--- src/rtl/rle_pkg.sv ---
// Shared types and widths for the run-length encoder and its pair FIFO.
package rle_pkg;

   localparam int unsigned DATA_W = 8;
   localparam int unsigned CNT_W  = 4;
   localparam logic [CNT_W-1:0] RMAX = '1;

   typedef enum logic {IDLE, RUN} rle_state_t;

   typedef struct packed {
      logic [DATA_W-1:0] chr;
      logic [CNT_W-1:0]  cnt;
   } rle_pair_t;

endpackage

--- src/rtl/rle_pair_fifo.sv ---
// Synchronous FIFO of (char, count) pairs with registered read data and a
// one-cycle valid pulse per pop.
module rle_pair_fifo
   import rle_pkg::*;
#(
   parameter int unsigned DEPTH = 8
) (
   input  logic      clk,
   input  logic      rst_n,
   input  logic      push_i,
   input  rle_pair_t wdata_i,
   input  logic      pop_i,
   output rle_pair_t rdata_o,
   output logic      rvalid_o,
   output logic      full_o,
   output logic      empty_o
);

   localparam int unsigned AW = $clog2(DEPTH);

   rle_pair_t   mem_q [DEPTH];
   logic [AW:0] wptr_q, wptr_d;
   logic [AW:0] rptr_q, rptr_d;
   rle_pair_t   rdata_q;
   logic        rvalid_q;
   logic        full_q, full_d;
   logic        empty_q, empty_d;
   logic        do_push, do_pop;

   assign do_push = push_i && !full_q;
   assign do_pop  = pop_i && !empty_q;

   // Flags are computed from the next pointers so they track the pointer registers exactly.
   always_comb begin
      wptr_d  = wptr_q + (AW+1)'(do_push);
      rptr_d  = rptr_q + (AW+1)'(do_pop);
      full_d  = (wptr_d ^ rptr_d) == {1'b1, {AW{1'b0}}};
      empty_d = (wptr_d == rptr_d);
   end

   always_ff @(posedge clk) begin
      if (!rst_n) begin
         wptr_q   <= '0;
         rptr_q   <= '0;
         rdata_q  <= '0;
         rvalid_q <= 1'b0;
         full_q   <= 1'b0;
         empty_q  <= 1'b1;
      end else begin
         wptr_q   <= wptr_d;
         rptr_q   <= rptr_d;
         full_q   <= full_d;
         empty_q  <= empty_d;
         rvalid_q <= do_pop;
         if (do_pop) begin
            rdata_q <= mem_q[rptr_q[AW-1:0]];
         end
      end
   end

   always_ff @(posedge clk) begin
      if (do_push) begin
         mem_q[wptr_q[AW-1:0]] <= wdata_i;
      end
   end

   assign rdata_o  = rdata_q;
   assign rvalid_o = rvalid_q;
   assign full_o   = full_q;
   assign empty_o  = empty_q;

endmodule

--- src/rtl/rle_encode_fifo.sv ---
// Run-length encoder: closes runs of equal bytes into (char, count) pairs and
// buffers them in a pair FIFO. Optional RLE_STATS_EN adds byte/pair counters.
module rle_encode_fifo
   import rle_pkg::*;
#(
   parameter int unsigned DEPTH = 8
) (
   input  logic              CLK,
   input  logic              RST,
   input  logic              wr_en,
   input  logic [DATA_W-1:0] data_din,
   input  logic              flush,
   input  logic              rd_en,
   output logic [DATA_W-1:0] data_o,
   output logic [CNT_W-1:0]  cnt_o,
   output logic              ready,
   output logic              full,
   output logic              empty
`ifdef RLE_STATS_EN
   ,
   output logic [15:0]       byte_cnt,
   output logic [15:0]       pair_cnt
`endif
);

   rle_state_t        state_q, state_d;
   logic [DATA_W-1:0] chr_q, chr_d;
   logic [CNT_W-1:0]  cnt_q, cnt_d;
   logic              accept_c;
   logic              push_c;
   rle_pair_t         pair_c;
   rle_pair_t         rdata;

   assign accept_c = wr_en && !full;

   always_ff @(posedge CLK) begin
      if (!RST) begin
         state_q <= IDLE;
         chr_q   <= '0;
         cnt_q   <= '0;
      end else begin
         state_q <= state_d;
         chr_q   <= chr_d;
         cnt_q   <= cnt_d;
      end
   end

   // Run FSM: a full run or a symbol change closes the open run; runs split at RMAX.
   always_comb begin
      state_d = state_q;
      chr_d   = chr_q;
      cnt_d   = cnt_q;
      push_c  = 1'b0;
      pair_c  = '{chr: chr_q, cnt: cnt_q};
      case (state_q)
         IDLE: begin
            if (accept_c) begin
               state_d = RUN;
               chr_d   = data_din;
               cnt_d   = CNT_W'(1);
            end
         end
         RUN: begin
            if (accept_c) begin
               if ((data_din != chr_q) || (cnt_q == RMAX)) begin
                  push_c = 1'b1;
                  chr_d  = data_din;
                  cnt_d  = CNT_W'(1);
               end else begin
                  cnt_d = cnt_q + CNT_W'(1);
               end
            end else if (flush && !wr_en && !full) begin
               push_c  = 1'b1;
               state_d = IDLE;
               cnt_d   = '0;
            end
         end
         default: state_d = IDLE;
      endcase
   end

   rle_pair_fifo #(
      .DEPTH (DEPTH)
   ) u_fifo (
      .clk      (CLK),
      .rst_n    (RST),
      .push_i   (push_c),
      .wdata_i  (pair_c),
      .pop_i    (rd_en),
      .rdata_o  (rdata),
      .rvalid_o (ready),
      .full_o   (full),
      .empty_o  (empty)
   );

   assign data_o = rdata.chr;
   assign cnt_o  = rdata.cnt;

`ifdef RLE_STATS_EN
   logic [15:0] byte_cnt_q;
   logic [15:0] pair_cnt_q;

   always_ff @(posedge CLK) begin
      if (!RST) begin
         byte_cnt_q <= '0;
         pair_cnt_q <= '0;
      end else begin
         byte_cnt_q <= byte_cnt_q + 16'(accept_c);
         pair_cnt_q <= pair_cnt_q + 16'(push_c);
      end
   end

   assign byte_cnt = byte_cnt_q;
   assign pair_cnt = pair_cnt_q;
`endif

endmodule

--- config.mk ---
export PLATFORM = sky130hd
export DESIGN_NAME = rle_encode_fifo
export DESIGN_NICKNAME = d
export VERILOG_FILES = /design/src/rtl/rle_pkg.sv /design/src/rtl/rle_pair_fifo.sv /design/src/rtl/rle_encode_fifo.sv
export SDC_FILE = /design/constraint.sdc
export NUM_CORES = 1
export LEC_CHECK = 0
export ABC_AREA = 1
export CORE_MARGIN = 5
export CORE_UTILIZATION = 35
export CTS_CLUSTER_DIAMETER = 30
export CTS_CLUSTER_SIZE = 24
export DETAILED_ROUTE_END_ITERATION = 10
export GPL_ROUTABILITY_DRIVEN = 0
export GPL_TIMING_DRIVEN = 0
export PLACE_DENSITY_LB_ADDON = 0.2
export SETUP_SLACK_MARGIN = 0.3
export SLEW_MARGIN = 10
export SYNTH_ARGS = -nofsm -noshare
export SYNTH_HDL_FRONTEND = slang
export SYNTH_HIERARCHICAL = 1
export SYNTH_SLANG_ARGS = --single-unit
--- constraint.sdc ---
create_clock -name CLK -period 6.98 [get_ports CLK]
set_input_delay 0.698 -clock CLK [delete_from_list [all_inputs] [get_ports CLK]]
set_output_delay 0.698 -clock CLK [all_outputs]
set_load 0.05 [all_outputs]
# After elaboration in Yosys (flattened, before gate mapping)
# Memories as Yosys holds them, arrays and structs flattened. A register that Yosys moved wholly into a read port is not among the register bits.
# Cells that the tools add are included.
[word_totals]
ff_bits = 24
latchBits = 0
ram_bits = 96
rom_bits = 0
inputBits = 13
elab_cells = 53
mem_count = 1
[mem_list]
columns = ["name", "words", "width", "rd", "rd_clocked_by_memory_dff", "wr", "line_no", "source"]
rows = [
  ["u_fifo.mem_q", 8, 12, 1, 1, 1, "rle_pair_fifo.sv:21", "rle_pair_t mem_q [DEPTH];"],
]
[op_classes]
add_sub_neg = 3
n_mul = 0
n_div = 0
order_cmp = 0
eq_ne = 8
shifts = 0
muxes = 19
bitwise = 2
n_reduce_logical = 12
[ops]
columns = ["op", "count"]
rows = [
  ["$mux 8", 3],
  ["$mux 4", 4],
  ["$pmux 8 s2", 1],
  ["$mux 1", 9],
  ["$add 4x1->4", 2],
  ["$eq 4x4->1 const B", 2],
  ["$ne 8x8->1", 1],
  ["$pmux 4 s2", 1],
  ["$logic_and 1x1->1", 5],
  ["$add 4x1->4 const B", 1],
  ["$eq 4x4->1", 1],
  ["$logic_not 1->1", 4],
  ["$ne 2x1->1 const B", 2],
  ["$xor 4x4->4", 1],
  ["$ne 3x1->1 const B", 1],
  ["$reduce_and 3->1", 1],
  ["$ne 2x2->1 const B", 1],
  ["$pmux 1 s2", 1],
  ["$reduce_and 2->1", 1],
  ["$logic_or 1x1->1", 1],
  ["$not 1->1", 1],
]

# Logic depth before layout (Yosys ltp)
[depth]
ltp_word = 10
depth_mapped = 20
depth_no_buf = 20

# By module
# The synthesis kept the hierarchy.
[modules_own_cells]
columns = ["module", "n_inst", "cells_each", "area_per_inst_um2", "seq_area_each_um2"]
rows = [
  ["rle_pair_fifo", 1, 517, 5061.1, 3343.2],
  ["rle_encode_fifo", 1, 119, 787.0, 260.2],
]

# Least setup slack after synthesis
# Ideal clock, no wire load.
[synth_path]
path_kind = "input-to-reg"
startpoint = "input data_din[5]"
endpoint = "memory u_fifo/mem_q[0][0] (netlist bit), enable pin"
setup_time_ps = 380
arrival_time_ps = 2116
path_slack_ps = 4483
cell_stages = 11
n_path_buf = 0
path_cell_list = "inv_1 nand2_1 nand2_1 nand2_1 nor2_4 and2_2 o22ai_1 inv_1 nor2_1 nand2_1 nor2_1"
[synth_between]
elab_chain_len = 8
[synth_rtl]
columns = ["element", "line_no", "source"]
rows = [
  ["from (decl)", "rle_encode_fifo.sv:11", "input logic [DATA_W-1:0] data_din,"],
  ["$ne 8x8->1", "rle_encode_fifo.sv:65", "if ((data_din != chr_q) || (cnt_q == RMAX)) begin"],
  ["$logic_or 1x1->1", "rle_encode_fifo.sv:65", ""],
  ["$mux 1", "rle_encode_fifo.sv:65", ""],
  ["$mux 1", "rle_encode_fifo.sv:64", "if (accept_c) begin"],
  ["$mux 1", "rle_encode_fifo.sv:55", "case (state_q)"],
  ["named net push_c", "rle_encode_fifo.sv:30", "logic push_c;"],
  ["$logic_and 1x1->1", "rle_pair_fifo.sv:30", "assign do_push = push_i && !full_q;"],
  ["$mux 1", "rle_pair_fifo.sv:62", "if (do_push) begin"],
  ["$mux 1 (implied by the code)", "rle_pair_fifo.sv:63", "mem_q[wptr_q[AW-1:0]] <= wdata_i;"],
  ["to (decl)", "rle_pair_fifo.sv:21", ""],
]
# The timed path passes the listed nets, and every way through them passes these cells.

# Worst setup path after layout
[layout_path]
startpoint = "register cnt_q[0]"
endpoint = "memory u_fifo/mem_q[0][6] (netlist bit), enable pin"
[layout_between]
elab_chain_len = 8
[layout_rtl]
columns = ["element", "line_no", "source"]
rows = [
  ["from (decl)", "rle_encode_fifo.sv:28", "logic [CNT_W-1:0] cnt_q, cnt_d;"],
  ["from (signal assigned)", "rle_encode_fifo.sv:44", "cnt_q <= cnt_d;"],
  ["$eq 4x4->1", "rle_encode_fifo.sv:65", ""],
  ["$logic_or 1x1->1", "rle_encode_fifo.sv:65", ""],
  ["$mux 1", "rle_encode_fifo.sv:65", ""],
  ["$mux 1", "rle_encode_fifo.sv:64", ""],
  ["$mux 1", "rle_encode_fifo.sv:55", ""],
  ["named net push_c", "rle_encode_fifo.sv:30", ""],
  ["$logic_and 1x1->1", "rle_pair_fifo.sv:30", ""],
  ["$mux 1", "rle_pair_fifo.sv:62", ""],
  ["$mux 1 (implied by the code)", "rle_pair_fifo.sv:63", ""],
]
# The timed path passes the listed nets, and every way through them passes these cells.

==> qor.txt <==
status: complete, no violations
num ports: 28
CTS Buf Count: 17
die width: 139.3 um
Total GRT Usage: 14.99%
leakage: 3.086 nW
largest cells by area after synthesis: edfxtp_1, dfxtp_1, nand2_1, inv_1, nand3_1
placed cell areas: 6401 um2
Post-CTS Setup Bufs: 0
Worst Max-Slew Pin Slew: 1.039 ns
vias in the first global route: 4091
Crit Path Class: flip-flop to flip-flop
row count: 47
Synth async-reset ratio: 0%
CP required: 7.01 ns
Clk Latency, worst-skew pair: 0.41 ns
crit path DAT: 3.22 ns
HPWL Detailed: 9412 um
cts repair resizes: 0
Final Core Density: 42.23%
Synth Register Bits: 132
clock skew: 0.005898 ns
most instantiated cells after synthesis: nand2_1, inv_1, edfxtp_1
post-synth top area cell: edfxtp_1
setup violators final: 0
H-tree levels: 4
antenna diode count: 0
crit end category: flip-flop
PwrDens: 285.7 nW/um2
routed len/inst: 14.99 um
TritonCTS clock tree: done
Port Buffers: 27
Clock Sink Count: 132
initial antenna violation count: 0
fmax: 313.1 MHz
Mapped Area: 5848 um2
P&R area growth vs syn: 18.89%
worst hold slack: 0.4687 ns
final hold violations: 0
top-area cell type share of the netlist area: 49.29%
Clock transition at path regs: 0.05 ns
grt ovf: 0
DR vias: 4174
RSZ-0062 raised after global routing: false
register area share after synthesis: 61.62%
core area: 16470 um2
main flop type after synthesis: edfxtp_1
slew margin rel.: 30.46%
vias per inst: 4.562
Gate Count Post-Synth: 636
Final nets: 700
final WL: 13720 um
Max Cap Viol: 0
largest net degree at the start of global routing: 17
clk buf depth: 2
min-delay worst type: flip-flop to flip-flop
Initial Utilization: 35.52%
most frequent cell after synthesis: nand2_1
fin crit share: 45.76%
die height: 139.3 um
Syn Area/Cell: 9.195 um2
fin area: 6953 um2
number of synthesized flops with an enable pin: 96
Max VDD drop: 0.1730 mV
Post-Syn Nets: 654
Pwr Total: 1.987 mW
number of distinct library cells after synthesis: 27
Final Slew Violations: 0
clock root buffer: clkbuf_16
antenna viol nets, final: 0
share of layout cells above drive strength 1: 7.626%
DIE AREA: 19390 um2
# hold bufs at CTS: 0
Worst Path Max Fanout: 12
# DRC: 0
crit path launch type: flip-flop
setup TNS: 0 ns
Ys Warns: 6
first-pass GRT wire length: 22140 um
DR pass1 iterations: 5
minimum clock period: 3.194 ns
Iteration-0 DRC Markers: 291
==> power breakdown <==
group	switching [mW]	internal, mW
Clock	0.303	0.518
Sequential	0.0234	0.869
Combinational	0.186	0.0871
==> cell usage in the layout, fill, tap and decap left out, drive strengths merged <==
cell type      synthesis  final
nand3                 89     89
inv                  135    135
or2                    1      1
clkinv                 0      4
o21ai                 13     13
bufinv                 0      1
nand4                  3      3
edfxtp                96     96
nor2                  30     30
o22ai                  1      1
nand2                163    163
clkbuf                11     38
dfxtp                 36     36
and2                   1      1
ha                     5      5
buf                   16     16
xnor2                  6      6
clkdlybuf4s50          0     27
xor2                   3      3
a21oi                 26     26
nor3                   1      1
==> layout make-up <==
type / instances / area (um2)
buffer: 27 / 160.2
inverter: 135 / 506.7
timing repair buffer: 27 / 270.3
tap: 220 / 275.3
clock inverter: 5 / 50.05
fill: 1625 / 9513
clock buffer: 27 / 494.2
multi-input combinational: 342 / 1593
sequential: 132 / 3603
==> per-stage QoR <==
stage,worst slack (ns),std cells
after floorplan,4.483,636
after global placement,3.258,883
after detailed placement,3.234,883
after CTS,3.582,915
after global routing,3.432,915
final,3.786,915
==> metal layers <==
metal / part of all wire [%] / vias to the layer above / global-route usage [%]
li1: - / 2108 / -
met1: 47 / 1964 / 20.60
met2: 46 / 90 / 23.69
met3: 5.3 / 12 / 3.705
met4: 1.0 / 0 / 4.325
met5: 0 / - / 0
==> sequential cells by signal, summed over array words and instances (netlist names) <==
| name | cells |
|---|---|
| u_fifo/empty_o | 1 |
| u_fifo/rptr_q | 4 |
| cnt_q | 4 |
| u_fifo/rdata_o | 12 |
| u_fifo/full_o | 1 |
| u_fifo/wptr_q | 4 |
| state_q | 1 |
| u_fifo/mem_q | 96 |
| chr_q | 8 |
| u_fifo/rvalid_o | 1 |
==> worst paths after layout <==
kind	end	depth (start not counted)	start	slack, ns
worst max-delay path	u_fifo/mem_q[0][6]	12	cnt_q[0]	3.79
worst min-delay path	u_fifo/rvalid_o	1	u_fifo/empty_o	0.47
worst max register to register	u_fifo/mem_q[0][6]	12	cnt_q[0]	3.79
worst min register to register	u_fifo/rvalid_o	1	u_fifo/empty_o	0.47
==> worst max-delay path, cell delays in order (launching register included) <==
cell     delay (ns)
dfxtp_1        0.59
ha_1           0.25
nand2_1        0.06
inv_1          0.08
nand2_1        0.06
nand3_1        0.11
nor2_2         0.05
and2_2         0.19
o22ai_1        0.14
inv_1          0.06
nor2_1         0.19
nand2_1        0.19
nor2_1         0.82
==> cells by family (layout without fill, tap and decap cells) <==
kind of cell,Yosys count,after routing,synth area share [%]
DFF,132,132,61.62
buffers and inverters,162,221,11.40
xor gates and xnor gates,9,9,1.348
and+or+nand+nor,288,288,21.12
adders and majority gates,5,5,1.070
AOI/OAI and AO/OA,40,40,3.445
No activity file was read; power rests on OpenSTA's default activity.
==> patch, RTL diff (same settings) <==
Build with the macro `RLE_STATS_EN` defined.
--- a/src/rtl/rle_encode_fifo.sv
+++ b/src/rtl/rle_encode_fifo.sv
@@ -1,5 +1,7 @@
 // Run-length encoder: closes runs of equal bytes into (char, count) pairs and
 // buffers them in a pair FIFO. Optional RLE_STATS_EN adds byte/pair counters.
+`define RLE_STATS_EN
+
 module rle_encode_fifo
    import rle_pkg::*;
 #(
Formal check against the unedited RTL (old outputs only; new: byte_cnt and pair_cnt): equivalent (equiv_simple and equiv_induct, registers matched by name and starting in step).
==> patch against the unedited design <==
- routed wire length up 24%
- via count grew 29%
- final area up 26%
- total power increased by 11%
- largest power group unchanged
- die area increased by 23%
- sequential cell count increased by 32
- worst setup slack worse by 0.39 ns
- area after synthesis rose by 25%
==> patch: results (changes against the unedited design) <==
metric	value	unit	change
Post-CTS Setup Repair Bufs	0		unchanged
Crit path largest cell delay	0.93	ns	+0.11 ns
NumNets Final	931		+33%
number of flops mapped to enable cells by yosys	96		unchanged
Worst Reg-to-Reg Cells	11		-1
vias	5396		+29%
Synth Area in XOR/XNOR	0.006009		-0.007470
internal power	1.623	mW	+10%
adder-cell share of the synthesized area	0.01545		+0.004753
Clk. pwr	0.876	mW	+6.7%
first-iteration detailed-routing DRC count	360		+24%
max FFs per register	96		unchanged
Distinct cells, synth	34		+26%
syn nets	853		+30%
antenna violations before repair	0		unchanged
complex-gate fraction of the synthesized area	0.05682		+0.02238
NetSw	0.5878	mW	+15%
GRT met2 Usage	0.2390		+0.002081
status	finished clean		
gr usage total	0.1467		-0.003238
crit path from	wr_en		
layout cell share with drive strength beyond 1	0.08351		+0.007255
routing usage on met1	0.1913		-0.01472
Reg clk slew, reported paths	0.06	ns	
Seq/Total Area, Yosys	0.5823		-0.03386
grt met3 use	0.04247		+0.005420
largest net degree at the start of global routing	17		unchanged
Hold EP	u_fifo/rvalid_o		
VDD IR max	0.0001604	V	-7.3%
worst flop-to-flop path startpoint	cnt_q[0]		
CTS Buf Count	17		unchanged
mux share of post-synthesis cell area	0		unchanged
synth cell count leaders	nand2_1 (194), inv_1 (159), edfxtp_1 (96)		
Crit path arrival time	3.62	ns	+0.40 ns
Synth async-reset ratio	0		unchanged
vias in the first global route	5171		+26%
P_leak	3.725	nW	+21%
filler cell count	2001		+23%
Worst Skew	0.008490	ns	+0.002593 ns
DP HPWL	11.80	mm	+25%
placed instance area	0.008224	sq mm	+28%
Root Driver	clkbuf_16		
CP delay by family, top	simple AND/OR/NAND/NOR gates		
crit path to	u_fifo/mem_q[2][8]		
PortBufs	59		+120%
setup slack, reg-to-reg	3.70	ns	-0.09 ns
top cells by area, synth	edfxtp_1 (40%), dfxtp_1 (19%), nand2_1 (10%), inv_1 (8.2%), nand3_1 (6.5%)		
comb pwr	0.263	mW	-4%
Ys Warns	6		unchanged
Worst path slowest cell	nor2_1		
first-pass GRT wire length	27.34	mm	+24%
Least-Margin Pin Slew	1.200	ns	+0.1610 ns
hold path start	u_fifo/empty_o		
diodes inserted	0		unchanged
WL final	16.98	mm	+24%
[patch: cell types whose count changed after synthesis, sizes merged, moves of 15 or more]
cell / change
a21oi: +19
dfxtp: +32
o21ai: +15
nor2: +30
inv: +29
nand2: +32
[patch: stage by stage]
stage	setup slack, ns	hold slack, ns	utilization	instances
2_1_floorplan	4.322	0.5284	-	831
3_3_place_gp	2.839	0.4431	0.4035	1160
3_5_place_dp	2.903	0.4452	0.4038	1160
4_1_cts	3.351	0.4543	0.4314	1192
5_1_grt	3.123	0.4740	0.4316	1192
6_report	3.396	0.4554	0.4316	1192
[patch: layout make-up]
type                    instances  area share
well taps                     270     0.03844
repair buffers                 59     0.06720
multi-input cells             473      0.2583
clock inverters                12     0.01068
flip-flops and latches        164      0.4829
plain buffers                  30     0.01922
inverters                     164     0.07005
clock buffers                  20     0.05325
[patch: metal layers]
layer	part of all wire	vias up
met2	0.46	137
li1	-	2811
met5	0	-
met3	0.058	16
met1	0.46	2432
met4	0.015	0
